**src/rtl/seg7_scan_decoder_if.sv**
```systemverilog
// Bus bundle between the seven-segment display path and its receive-side monitor.
// The master drives the scanned anode/cathode lines and observes the decoded view.
// The slave is the decoder: it samples the lines and presents the decoded view.
interface seg7_scan_decoder_if;
  logic [3:0] an;
  logic [7:0] cat;
  logic [3:0] dig0_code;
  logic [3:0] dig1_code;
  logic [3:0] dig2_code;
  logic [2:0] dig_valid;
  logic [1:0] est_out;
  logic       est_valid;
  logic       glyph_err;

  modport master (
    output an, cat,
    input  dig0_code, dig1_code, dig2_code, dig_valid, est_out, est_valid, glyph_err
  );

  modport slave (
    input  an, cat,
    output dig0_code, dig1_code, dig2_code, dig_valid, est_out, est_valid, glyph_err
  );
endinterface

```
**src/rtl/seg7_scan_decoder.sv**
```systemverilog
// Receive-side monitor for a multiplexed 4-anode / 8-cathode seven-segment bus.
// Stage 1 registers the raw lines, stage 2 decodes the lit glyph into per-digit
// code/valid registers with blanking timeouts, stage 3 reconstructs the 2-bit
// display state from the decoded digit set.
module seg7_scan_decoder #(
  parameter int BLANK_TIMEOUT = 16,
  parameter int CNT_W         = 8
) (
  input logic             clk,
  input logic             rest,
  seg7_scan_decoder_if.slave bus
);

  localparam logic [CNT_W-1:0] TIMEOUT = CNT_W'(BLANK_TIMEOUT);

  logic [3:0]       an_q;
  logic [7:0]       cat_q;
  logic             unused_dp;

  logic [3:0]       code_q [3];
  logic [3:0]       code_d [3];
  logic [CNT_W-1:0] cnt_q  [3];
  logic [CNT_W-1:0] cnt_d  [3];
  logic [2:0]       valid_q;
  logic [2:0]       valid_d;
  logic             glyph_err_q;
  logic             err_d;

  logic             glyph_legal;
  logic             glyph_blank;
  logic [3:0]       glyph_code;
  logic             sel_one;
  logic [1:0]       sel_idx;
  logic             bus_idle;

  logic [1:0]       est_q;
  logic             est_valid_q;
  logic [1:0]       est_d;
  logic             est_match;

  // The decimal point never contributes to the glyph, so it is deliberately dropped.
  assign unused_dp = cat_q[7];

  // Stage 1: capture the raw bus so nothing downstream sees an unregistered input.
  always_ff @(posedge clk or posedge rest) begin
    if (rest) begin
      an_q  <= 4'hF;
      cat_q <= 8'hFF;
    end else begin
      an_q  <= bus.an;
      cat_q <= bus.cat;
    end
  end

  // Map the active-low segment pattern back to its hex value, flagging blank and illegal shapes.
  always_comb begin
    glyph_legal = 1'b1;
    glyph_blank = 1'b0;
    glyph_code  = 4'h0;
    case (cat_q[6:0])
      7'h40: glyph_code = 4'h0;
      7'h79: glyph_code = 4'h1;
      7'h24: glyph_code = 4'h2;
      7'h30: glyph_code = 4'h3;
      7'h19: glyph_code = 4'h4;
      7'h12: glyph_code = 4'h5;
      7'h02: glyph_code = 4'h6;
      7'h78: glyph_code = 4'h7;
      7'h00: glyph_code = 4'h8;
      7'h10: glyph_code = 4'h9;
      7'h08: glyph_code = 4'hA;
      7'h03: glyph_code = 4'hB;
      7'h46: glyph_code = 4'hC;
      7'h21: glyph_code = 4'hD;
      7'h06: glyph_code = 4'hE;
      7'h0E: glyph_code = 4'hF;
      7'h7F: begin
        glyph_legal = 1'b0;
        glyph_blank = 1'b1;
      end
      default: glyph_legal = 1'b0;
    endcase
  end

  // Classify the anode sample: idle, exactly one of the three real digits, or a bus fault.
  always_comb begin
    bus_idle = (an_q == 4'hF);
    sel_one  = 1'b0;
    sel_idx  = 2'd0;
    if (an_q[3]) begin
      case (an_q[2:0])
        3'b110: begin sel_one = 1'b1; sel_idx = 2'd0; end
        3'b101: begin sel_one = 1'b1; sel_idx = 2'd1; end
        3'b011: begin sel_one = 1'b1; sel_idx = 2'd2; end
        default: ;
      endcase
    end
  end

  // Per-digit update: a refresh of the selected digit wins; every other digit ages toward blank.
  always_comb begin
    valid_d = valid_q;
    err_d   = !bus_idle && !sel_one;
    for (int k = 0; k < 3; k++) begin
      code_d[k] = code_q[k];
      cnt_d[k]  = cnt_q[k];
      if (sel_one && (sel_idx == 2'(k))) begin
        if (glyph_legal) begin
          code_d[k]  = glyph_code;
          valid_d[k] = 1'b1;
          cnt_d[k]   = '0;
        end else if (glyph_blank) begin
          valid_d[k] = 1'b0;
          cnt_d[k]   = '0;
        end else begin
          valid_d[k] = 1'b0;
          err_d      = 1'b1;
        end
      end else begin
        if (cnt_q[k] != TIMEOUT) begin
          cnt_d[k] = cnt_q[k] + CNT_W'(1);
        end
        if (cnt_d[k] == TIMEOUT) begin
          valid_d[k] = 1'b0;
        end
      end
    end
  end

  // Stage 2: hold the decoded digit set, its freshness counters and the fault pulse.
  always_ff @(posedge clk or posedge rest) begin
    if (rest) begin
      for (int k = 0; k < 3; k++) begin
        code_q[k] <= 4'h0;
        cnt_q[k]  <= TIMEOUT;
      end
      valid_q     <= 3'b000;
      glyph_err_q <= 1'b0;
    end else begin
      for (int k = 0; k < 3; k++) begin
        code_q[k] <= code_d[k];
        cnt_q[k]  <= cnt_d[k];
      end
      valid_q     <= valid_d;
      glyph_err_q <= err_d;
    end
  end

  // Recognise which of the four legal display patterns the digit set currently shows.
  always_comb begin
    est_match = 1'b0;
    est_d     = 2'b00;
    if (valid_q == 3'b001 && code_q[0] == 4'h0) begin
      est_match = 1'b1;
      est_d     = 2'b00;
    end else if (valid_q == 3'b001 && code_q[0] == 4'h1) begin
      est_match = 1'b1;
      est_d     = 2'b01;
    end else if (valid_q == 3'b011 && code_q[0] == 4'h2 && code_q[1] == 4'hA) begin
      est_match = 1'b1;
      est_d     = 2'b10;
    end else if (valid_q == 3'b111 && code_q[0] == 4'h3 && code_q[1] == 4'hA &&
                 code_q[2] == 4'hF) begin
      est_match = 1'b1;
      est_d     = 2'b11;
    end
  end

  // Stage 3: register the reconstructed state, keeping the last good state when none matches.
  always_ff @(posedge clk or posedge rest) begin
    if (rest) begin
      est_q       <= 2'b00;
      est_valid_q <= 1'b0;
    end else begin
      est_valid_q <= est_match;
      if (est_match) begin
        est_q <= est_d;
      end
    end
  end

  assign bus.dig0_code = code_q[0];
  assign bus.dig1_code = code_q[1];
  assign bus.dig2_code = code_q[2];
  assign bus.dig_valid = valid_q;
  assign bus.est_out   = est_q;
  assign bus.est_valid = est_valid_q;
  assign bus.glyph_err = glyph_err_q;

endmodule

```
**src/flat_wrapper.sv**
```systemverilog
// flat-port wrapper written by rule: the top's interface ports become plain ports
module seg7_scan_decoder_flat 
#(
  parameter int BLANK_TIMEOUT = 16,
  parameter int CNT_W         = 8
)
  (clk, rest, bus_an, bus_cat, bus_dig0_code, bus_dig1_code, bus_dig2_code, bus_dig_valid, bus_est_out, bus_est_valid, bus_glyph_err);
  seg7_scan_decoder_if bus_i ();
  input logic clk;
  input logic rest;
  input wire logic [$bits(bus_i.an)-1:0] bus_an;
  input wire logic [$bits(bus_i.cat)-1:0] bus_cat;
  output wire logic [$bits(bus_i.dig0_code)-1:0] bus_dig0_code;
  output wire logic [$bits(bus_i.dig1_code)-1:0] bus_dig1_code;
  output wire logic [$bits(bus_i.dig2_code)-1:0] bus_dig2_code;
  output wire logic [$bits(bus_i.dig_valid)-1:0] bus_dig_valid;
  output wire logic [$bits(bus_i.est_out)-1:0] bus_est_out;
  output wire logic [$bits(bus_i.est_valid)-1:0] bus_est_valid;
  output wire logic [$bits(bus_i.glyph_err)-1:0] bus_glyph_err;
  assign bus_i.an = bus_an;
  assign bus_i.cat = bus_cat;
  assign bus_dig0_code = bus_i.dig0_code;
  assign bus_dig1_code = bus_i.dig1_code;
  assign bus_dig2_code = bus_i.dig2_code;
  assign bus_dig_valid = bus_i.dig_valid;
  assign bus_est_out = bus_i.est_out;
  assign bus_est_valid = bus_i.est_valid;
  assign bus_glyph_err = bus_i.glyph_err;
  seg7_scan_decoder #(.BLANK_TIMEOUT(BLANK_TIMEOUT), .CNT_W(CNT_W)) u_core (.clk(clk), .rest(rest), .bus(bus_i));
endmodule
```
**config.mk**
```make
export PLATFORM = sky130hd
export DESIGN_NAME = seg7_scan_decoder_flat
export DESIGN_NICKNAME = d
export VERILOG_FILES = /design/src/rtl/seg7_scan_decoder_if.sv /design/src/rtl/seg7_scan_decoder.sv /design/src/flat_wrapper.sv
export SDC_FILE = /design/constraint.sdc
export NUM_CORES = 1
export LEC_CHECK = 0
export CORE_MARGIN = 8
export CORE_UTILIZATION = 42
export DETAILED_ROUTE_END_ITERATION = 7
export PLACE_DENSITY_LB_ADDON = 0.05
export SLEW_MARGIN = 10
export SYNTH_ARGS = -nofsm -noshare
export SYNTH_HDL_FRONTEND = slang
export SYNTH_SLANG_ARGS = --single-unit
```
**constraint.sdc**
```tcl
create_clock -name clk -period 2 [get_ports clk]
set_input_delay 0.4 -clock clk [delete_from_list [all_inputs] [get_ports clk]]
set_output_delay 0.4 -clock clk [all_outputs]
set_load 0.02 [all_outputs]
```
After elaboration in Yosys (flattened, before gate mapping)
Index checks and enable logic that the tools add are counted.
{"block": "word_totals", "wordCells": 122, "output_inout_bits": 19, "input_bits": 14, "ff_bits": 54}
{"block": "classes", "add_sub_neg": 3, "mux": 42, "n_eq_ne": 39, "reduce_logical": 24}
{"cell": "2-to-1 mux 8 bit", "count": 11}
{"cell": "case mux 4 bit (15 select lines)", "count": 1}
{"cell": "equality test 7 bit, second input constant", "count": 5}
{"cell": "adder 8 x 1 -> 8 bit, second input constant", "count": 3}
{"cell": "equality test 8 x 5 -> 1 bit, second input constant", "count": 3}
{"cell": "2-to-1 mux 1 bit", "count": 24}
{"cell": "!= test 8 x 5 -> 1 bit, second input constant", "count": 3}
{"cell": "equality test 7 x 5 -> 1 bit, second input constant", "count": 3}
{"cell": "equality test 7 x 6 -> 1 bit, second input constant", "count": 3}
{"cell": "OR reduction 16 bit", "count": 1}
{"cell": "equality test 7 x 2 -> 1 bit, second input constant", "count": 2}
{"cell": "equality test 7 x 4 -> 1 bit, second input constant", "count": 2}
{"cell": "equality test 4 bit, second input constant", "count": 3}
{"cell": "logical AND 1 bit", "count": 11}
{"cell": "2-to-1 mux 2 bit", "count": 5}
{"cell": "equality test 3 bit, second input constant", "count": 3}
{"cell": "!= test 3 x 1 -> 1 bit, second input constant", "count": 3}
{"cell": "equality test 4 x 2 -> 1 bit, second input constant", "count": 2}
{"cell": "equality test 7 x 3 -> 1 bit, second input constant", "count": 1}
{"cell": "logical NOT 7 bit", "count": 1}
{"cell": "equality test 3 x 2 -> 1 bit, second input constant", "count": 2}
{"cell": "AND reduction 2 bit", "count": 3}
{"cell": "nonzero test 2 bit", "count": 3}
{"cell": "equality test 4 x 1 -> 1 bit, second input constant", "count": 1}
{"cell": "other kinds (8)", "count": 9}

Longest topological paths before layout
Gate-level depths: netlist (run 1).
{"block": "depth", "depth_word": 15, "ltp_mapped": 8, "ltp_nobuf": 8}

Least setup slack after synthesis (run 1)
OpenSTA, ideal clock, no wires.
{"block": "synth_path", "kind": "register -> register", "startpoint": "register u_core.cat_q[4]", "endpoint": "register u_core.code_q, in the netlist u_core.bus.dig2_code[1]", "path_stages_with_launch": 8, "setup_time_ps": 125, "setup_slack_ps": -189, "arrival_ps": 2065, "n_path_buf": 1, "required_time_ps": 1875, "period_less_slack_ps": 2189, "path_cell_list": "dfstp_2 buf_2 or4b_4 o22ai_2 o21bai_4 nor3_4 nor2_1 mux2_2"}
{"block": "synth_between", "elab_chain_len": 4, "elab_cells_between_ends": 20, "classes_between": "eq/ne (15); mux (2); reduce/logical (3)"}
{"element": "start: declaration", "line_no": "seg7_scan_decoder.sv:17", "text": "logic [7:0] cat_q;"}
{"element": "start signal: assignment", "line_no": "seg7_scan_decoder.sv:51", "text": "cat_q <= bus.cat;"}
{"element": "equality test 7 bit, or another cell as far along", "line_no": "seg7_scan_decoder.sv:60", "text": "case (cat_q[6:0])"}
{"element": "OR reduction 16 bit (no line)"}
{"element": "2-to-1 mux 1 bit", "line_no": "seg7_scan_decoder.sv:60"}
{"element": "AND reduction 2 bit (no line)"}
{"element": "end signal: indexed assignment", "line_no": "seg7_scan_decoder.sv:141", "text": "code_q[k] <= code_d[k];"}
{"element": "end: declaration", "line_no": "seg7_scan_decoder.sv:20", "text": "logic [3:0] code_q [3];"}
Parallel ways exist; a longest one is shown, timed or not.
A chain may end at the register's enable or synchronous reset.

Worst setup path after layout (run 1)
{"block": "layout_path", "startpoint": "register u_core.cat_q[4]", "endpoint": "register u_core.code_q, in the netlist u_core.bus.dig2_code[0]"}
The elaborated chain is that of the path after synthesis.

==> flow_metrics.py, run 1 <==
metrics = {
    "clock_network": {
        "cts_buffers": 5,
        "clock-sinks": 54,
        "clockBufferDepth": 2,
        "clock_latency_ps": 310,
        "clkSlewWorstSetupHoldPaths_ps": 100,
        "cts-root-buf": "clkbuf_8",
        "cts_tree": "done",
        "cts-htree-levels": 2,
        "ctsHoldBuffers": 0,
    },
    "final_layout": {
        "area_growth_pct": 37.55,
        "nNetsFinal": 436,
        "fillers": 678,
        "drive_gt1_frac": 0.3237,
        "multi_input_area_um2": 1896,
        "seq_area_um2": 1369,
        "diodes": 0,
    },
    "floorplanning": {
        "die_w_um": 103.0,
        "start_util": 0.4363,
        "core_area_um2": 7292,
        "pin_count": 33,
        "die-area_um2": 10620,
        "core.rowCount": 31,
        "die_height_um": 103.0,
    },
    "timing": {
        "finalMaxSlewViolations": 0,
        "finClkSkew_ps": 11.47,
        "max_freq_ghz": 0.4646,
        "finalHoldViolCount": 0,
        "rsz0062_at_grt": "yes",
        "final-setup-viol-count": 34,
        "setup_ws_ps": -152.5,
        "fin_crit_ps": 2153,
        "period_share": 1.076,
        "worst_pin_slew_ps": 558.3,
        "slew_headroom": 0.6238,
    },
    "global_routing": {
        "grt_pass1_wl_um": 12620,
        "grt_pass1_vias": 2649,
        "grt_max_degree": 55,
        "antenna_found_initial": 0,
        "grt_overflow": 0,
        "gr-usage-all-layers": 0.1498,
    },
    "critical_path": {
        "r2r_slack_ps": -150,
        "r2r_end": "u_core.bus.dig2_code[0]$_DFFE_PP0P_",
        "critical_path_arrival_ps": 2350,
        "crit_start": "u_core.cat_q[4]$_DFF_PP1_",
        "path_max_fanout": 4,
        "reg2regPathDepth": 6,
        "worstSetupPathType": "flip-flop to flip-flop",
        "crit_path_end_kind": "flip-flop",
        "r2r-start": "u_core.cat_q[4]$_DFF_PP1_",
        "critical_path_required_ps": 2190,
        "endpoint": "u_core.bus.dig2_code[0]$_DFFE_PP0P_",
        "start_kind": "flip-flop",
    },
    "yosys": {
        "ys_seq_area_frac": 0.4302,
        "synth_most_common_cell": "dfrtp_1",
        "synth_top_area_frac": 0.3146,
        "syn_area_um2": 3182,
        "syn_nets": 354,
        "synth_edf_count": 0,
        "ys_async_sr_fraction": 1.000,
        "synth-seq-cells": 54,
        "netlist_top_cells_count": "40 x dfrtp_1, 33 x nand2_1, 24 x nor2_1",
        "synth_warnings": 0,
        "ys_types": 63,
        "synth_top_flop_cell": "dfrtp_1",
        "yosys-top-cells-area": "dfrtp_1 31%, dfstp_2 12%, nand2_1 3.9%, nor2_1 2.8%, nand3_1 2.7%",
        "avgSynthCellArea_um2": 9.526,
        "syn_inst": 334,
        "synth_top_cell_by_area": "dfrtp_1",
    },
    "drt": {
        "wl_um": 7877,
        "vias": 2844,
        "ant_nets": 0,
        "drc": 0,
        "first_pass_iters": 5,
        "wl_per_cell_um": 15.27,
        "via_per_inst": 5.512,
        "drt_first_iter_violations": 107,
    },
    "placed_design": {
        "place_congestion": 0.8596,
        "place_ws_ps": -269.4,
        "port_buffers": 31,
        "place_hpwl_um": 5391,
    },
    "power": {
        "p_total_uw": 4333,
        "powerDensity_nw_per_um2": 990.0,
        "p_leak_uw": 0.001856,
        "vdd_ir_drop_max_mv": 0.5799,
    },
    "status": {
        "status": "complete, but fails checks",
        "violations": "negative setup slack",
    },
    "min_path": {
        "hold_class": "primary input to asynchronous set/reset pin",
    },
    "run": {
        "maxCapViolations": 0,
    },
}
## worst max-delay path: stages, from the launching register on
cell and delay (ps):
dfstp_2 550, or4b_4 460, o22ai_2 200, o21bai_4 170, nor3_4 80, or3_4 420
o22a_1 160
## cells by family (layout without fill, tap and decap cells)
logic type	after synthesis	after routing	synth area share
AND/OR/NAND/NOR	140	140	0.2517
AO/OA/AOI/OAI	86	86	0.1943
flip-flops	54	54	0.4302
buffers and inverters	29	112	0.04443
XOR/XNOR	14	14	0.03854
adder cells (fa/ha/maj)	6	6	0.02359
multiplexers	5	5	0.01730
## cells in the final DEF, fill, tap and decap left out, drive strengths merged, types with 4 or more instances in the layout
cell           synthesis  layout
or3                    6       6
nand3                 17      17
nor3b                 10      10
mux2                   4       4
o22ai                 12      12
clkbuf                 8       7
dfrtp                 40      40
inv                   11      11
nor2b                  4       4
a21o                   8       8
nand2                 33      33
clkdlybuf4s50          0      31
a22o                   5       5
buf                   10      61
xnor2                  5       5
nand4b                 4       4
nor3                   9       9
and3                   4       4
nor4b                  4       4
a31oi                  6       6
a21oi                  6       6
dfstp                 14      14
o22a                   6       6
o211ai                 6       6
ha                     6       6
o21ai                 16      16
nor2                  24      24
xor2                   9       9
## where the power goes
group	switching, uW	internal, uW
sequential	347	1410
clock	355	248
combinational	932	1040
total	1630	2700
## registers in the layout, summed over array words and instances (netlist names)
name,flops
u_core.bus.dig2_code,4
u_core.cat_q,7
u_core.an_q,4
u_core.bus.est_out,2
u_core.bus.glyph_err,1
u_core.bus.est_valid,1
u_core.bus.dig0_code,4
u_core.bus.dig_valid,3
u_core.bus.dig1_code,4
u_core.cnt_q,24
## layer usage
layer	GRT usage	up-vias	wire, um
met5	0	-	0
met4	0.04672	0	137
met3	0.02566	14	341
met2	0.2476	55	3711
met1	0.1944	1379	3687
li1	-	1396	-
## stage by stage
step,instance area [um^2],hold WS (ps),instances,TNS [ps],util
finish,4377,451.2,516,-3348,0.6002
global route,4377,473.2,516,-6699,0.6002
CTS,4078,462.3,503,-1884,0.5592
detailed placement,3882,519.4,490,-5303,0.5324
global placement,3882,516.9,490,-5613,0.5324
floorplan,3207,404.5,334,-1134,-
## worst min-delay path by stage
stage | end | cells after the start | startpoint | slack (ps)
after floorplan | u_core.an_q[0]$_DFF_PP1_ | 0 | bus_an[0] | 400
after global placement | u_core.bus.est_out[1]$_DFFE_PP0P_ | 2 | u_core.bus.est_out[1]$_DFFE_PP0P_ | 520
after detailed placement | u_core.cnt_q[23]$_DFFE_PP0P_ | 1 | u_core.cnt_q[23]$_DFFE_PP0P_ | 520
after CTS | u_core.cnt_q[2]$_DFFE_PP0P_ | 3 | rest | 460
after global routing | u_core.an_q[0]$_DFF_PP1_ | 1 | bus_an[0] | 470
final | u_core.bus.dig2_code[1]$_DFFE_PP0P_ | 3 | rest | 450
## final cells by class
| class | instances | area share |
|---|---|---|
| Clock buffer | 6 | 0.01658 |
| Clock inverter | 2 | 0.003145 |
| Inverter | 11 | 0.009434 |
| Multi-Input combinational cell | 251 | 0.4331 |
| Sequential cell | 54 | 0.3127 |
| Tap cell | 99 | 0.02830 |
| Timing Repair Buffer | 93 | 0.1967 |
## timing repair
item | 4_1_cts | 5_1_grt
setup endpoints to repair | 38 | 40
hold endpoints to repair | 0 | 0
buffers inserted | 6 | 13
gates resized for setup | 22 | 36
pin swaps | 14 | 13
gates cloned | 0 | 1
(Power assumes the default switching activity.)
==> run 2, diff against run 1 <==
--- a/config.mk
+++ b/config.mk
@@ -7,8 +7,10 @@
 export LEC_CHECK = 0
 export CORE_MARGIN = 8
 export CORE_UTILIZATION = 42
+export CTS_BUF_LIST = sky130_fd_sc_hd__clkbuf_4 sky130_fd_sc_hd__clkbuf_8
 export DETAILED_ROUTE_END_ITERATION = 7
 export PLACE_DENSITY_LB_ADDON = 0.05
+export SETUP_SLACK_MARGIN = 0.15
 export SLEW_MARGIN = 10
 export SYNTH_ARGS = -nofsm -noshare
 export SYNTH_HDL_FRONTEND = slang
==> run 2 against run 1 <==
  * The run still ends with negative setup slack left
  * Non-clock buffer count is 1 lower
  * Sequential cell count unchanged
  * Clock skew is 0.96 ps lower
  * Worst setup slack worse by 29 ps
  * Final cell count decreased by 0.19%
  * Total power up 0.35%
  * Clock power increased by 4.8%
  * Register-to-register slack got worse by 30 ps
  * Critical path depth up 1
  * Die area is the same
  * Largest cell class unchanged
==> flow_metrics.py, run 2 (same netlist as run 1, synthesis figures left out) <==
metrics = {
    "final_layout": {
        "largest_reg_flops": 24,
        "largest-register": "u_core.cnt_q",
        "nNetsFinal": 435,
        "reg_top3": "u_core.cnt_q: 24 flops, u_core.cat_q: 7 flops",
        "layout_commonest_cell": "buf_4",
        "drive_gt1_frac": 0.3245,
        "stdcell_count": 515,
        "diodes": 0,
        "area_growth_pct": 38.30,
        "layout_common_cells": "47 x buf_4, 40 x dfrtp_1, 33 x nand2_1",
    },
    "timing": {
        "hold_slack_ps": 385.7,
        "final-setup-viol-count": 34,
        "worst_pin_slew_ps": 540.8,
        "finClkSkew_ps": 10.51,
        "finalHoldViolCount": 0,
        "fin_crit_ps": 2182,
        "period_share": 1.091,
        "setup_ws_ps": -181.9,
        "finalMaxSlewViolations": 0,
        "slew_headroom": 0.6357,
        "max_freq_ghz": 0.4583,
        "rsz0062_at_grt": "yes",
    },
    "clock_network": {
        "clockBufferDepth": 2,
        "clock_latency_ps": 310,
        "ctsHoldBuffers": 0,
        "clkSlewWorstSetupHoldPaths_ps": 100,
        "cts_buffers": 5,
        "clock-sinks": 54,
        "cts-htree-levels": 2,
        "cts-root-buf": "clkbuf_8",
        "cts_tree": "done",
    },
    "power": {
        "p_leak_uw": 0.001865,
        "powerDensity_nw_per_um2": 988.1,
        "vdd_ir_drop_max_mv": 0.5758,
        "p_total_uw": 4348,
    },
    "placed_design": {
        "place_ws_ps": -252.7,
        "place_hpwl_um": 5568,
        "dp.cells": 489,
        "place_congestion": 0.8566,
        "port_buffers": 31,
    },
    "floorplanning": {
        "core_area_um2": 7292,
        "die_height_um": 103.0,
        "die_w_um": 103.0,
        "die-area_um2": 10620,
        "start_util": 0.4363,
        "pin_count": 33,
        "core.rowCount": 31,
    },
    "drt": {
        "first_pass_iters": 4,
        "wl_um": 8048,
        "vias": 2844,
        "via_per_inst": 5.522,
        "drt_first_iter_violations": 92,
        "wl_per_cell_um": 15.63,
        "drc": 0,
        "ant_nets": 0,
    },
    "global_routing": {
        "met3_usage": 0.03038,
        "grt_overflow": 0,
        "grt_pass1_wl_um": 13040,
        "grt_max_degree": 24,
        "grt_use_met1": 0.1966,
        "antenna_found_initial": 0,
        "grt_pass1_vias": 2765,
        "met2_usage": 0.2600,
        "grt.busiest_layer": "met2",
        "gr-usage-all-layers": 0.1541,
    },
    "critical_path": {
        "start_kind": "flip-flop",
        "worstSetupPathType": "flip-flop to flip-flop",
        "reg2regPathDepth": 7,
        "cp_slowest_cell": "dfstp_2",
        "critical_path_arrival_ps": 2380,
        "max_stage_delay_ps": 570,
        "path_max_fanout": 8,
        "worstPathCellList": "or4b_4 > o22ai_2 > o21bai_4 > or3_4 > buf_12 > o21ai_4 > mux2_4",
        "crit_path_end_kind": "flip-flop",
        "critical_path_required_ps": 2200,
    },
    "status": {
        "violations": "negative setup slack",
        "status": "complete, but fails checks",
    },
    "min_path": {
        "hold_class": "primary input to asynchronous set/reset pin",
    },
    "run": {
        "maxCapViolations": 0,
    },
}
run 2: critical path: cells and delay by family, from the launching register on:
family | cells | cell delay, ps
buffers and inverters | 1 | 160
DFF | 1 | 570
muxes | 1 | 250
AOI/OAI and AO/OA | 3 | 400
and+or+nand+nor | 2 | 680
run 2: routing by layer:
metal	up-vias	wire length, um	share of wire
met5	-	0	0
met4	0	118	0.015
met3	10	317	0.039
met2	49	3874	0.48
met1	1385	3738	0.46
li1	1400	-	-
run 2: where the power goes:
group          leakage [uW]  switching [uW]  internal, uW
clock network     0.0000453             355           276
logic               0.00116             915          1040
registers          0.000659             349          1410
run 2: layout make-up:
type / instances / area (um^2)
clock buffer: 7 / 83.83
clock inverter: 1 / 7.507
fill: 660 / 2892
inverter: 11 / 41.29
multi-input combinational: 251 / 1907
sequential: 54 / 1369
tap: 99 / 123.9
timing repair buffer: 92 / 868.3
run 2: final timing paths:
check | end | slack (ps) | startpoint
max | u_core.cnt_q[0]$_DFFE_PP0P_ | -180 | u_core.cat_q[4]$_DFF_PP1_
min | u_core.bus.dig2_code[3]$_DFFE_PP0P_ | 390 | rest
max reg2reg | u_core.cnt_q[0]$_DFFE_PP0P_ | -180 | u_core.cat_q[4]$_DFF_PP1_
min reg2reg | u_core.bus.est_out[1]$_DFFE_PP0P_ | 520 | u_core.bus.est_out[1]$_DFFE_PP0P_
max in group asynchronous | u_core.cnt_q[12]$_DFFE_PP1P_ | 1090 | rest
min in group clk | u_core.an_q[0]$_DFF_PP1_ | 490 | bus_an[0]
run 2: stage by stage:
stage,TNS (ps),utilization,cell area [um^2]
after floorplan,-1099,-,3214
after global placement,-3949,0.5348,3900
after detailed placement,-5150,0.5348,3900
after CTS,-1971,0.5750,4193
after global routing,-6330,0.6035,4400
final,-2977,0.6035,4400
run 2: timing repair:
item,4_1_cts,5_1_grt
setup endpoints to repair,41,40
pin swaps,21,23
buffers inserted,12,5
cloned,0,1
gates resized for setup,32,29
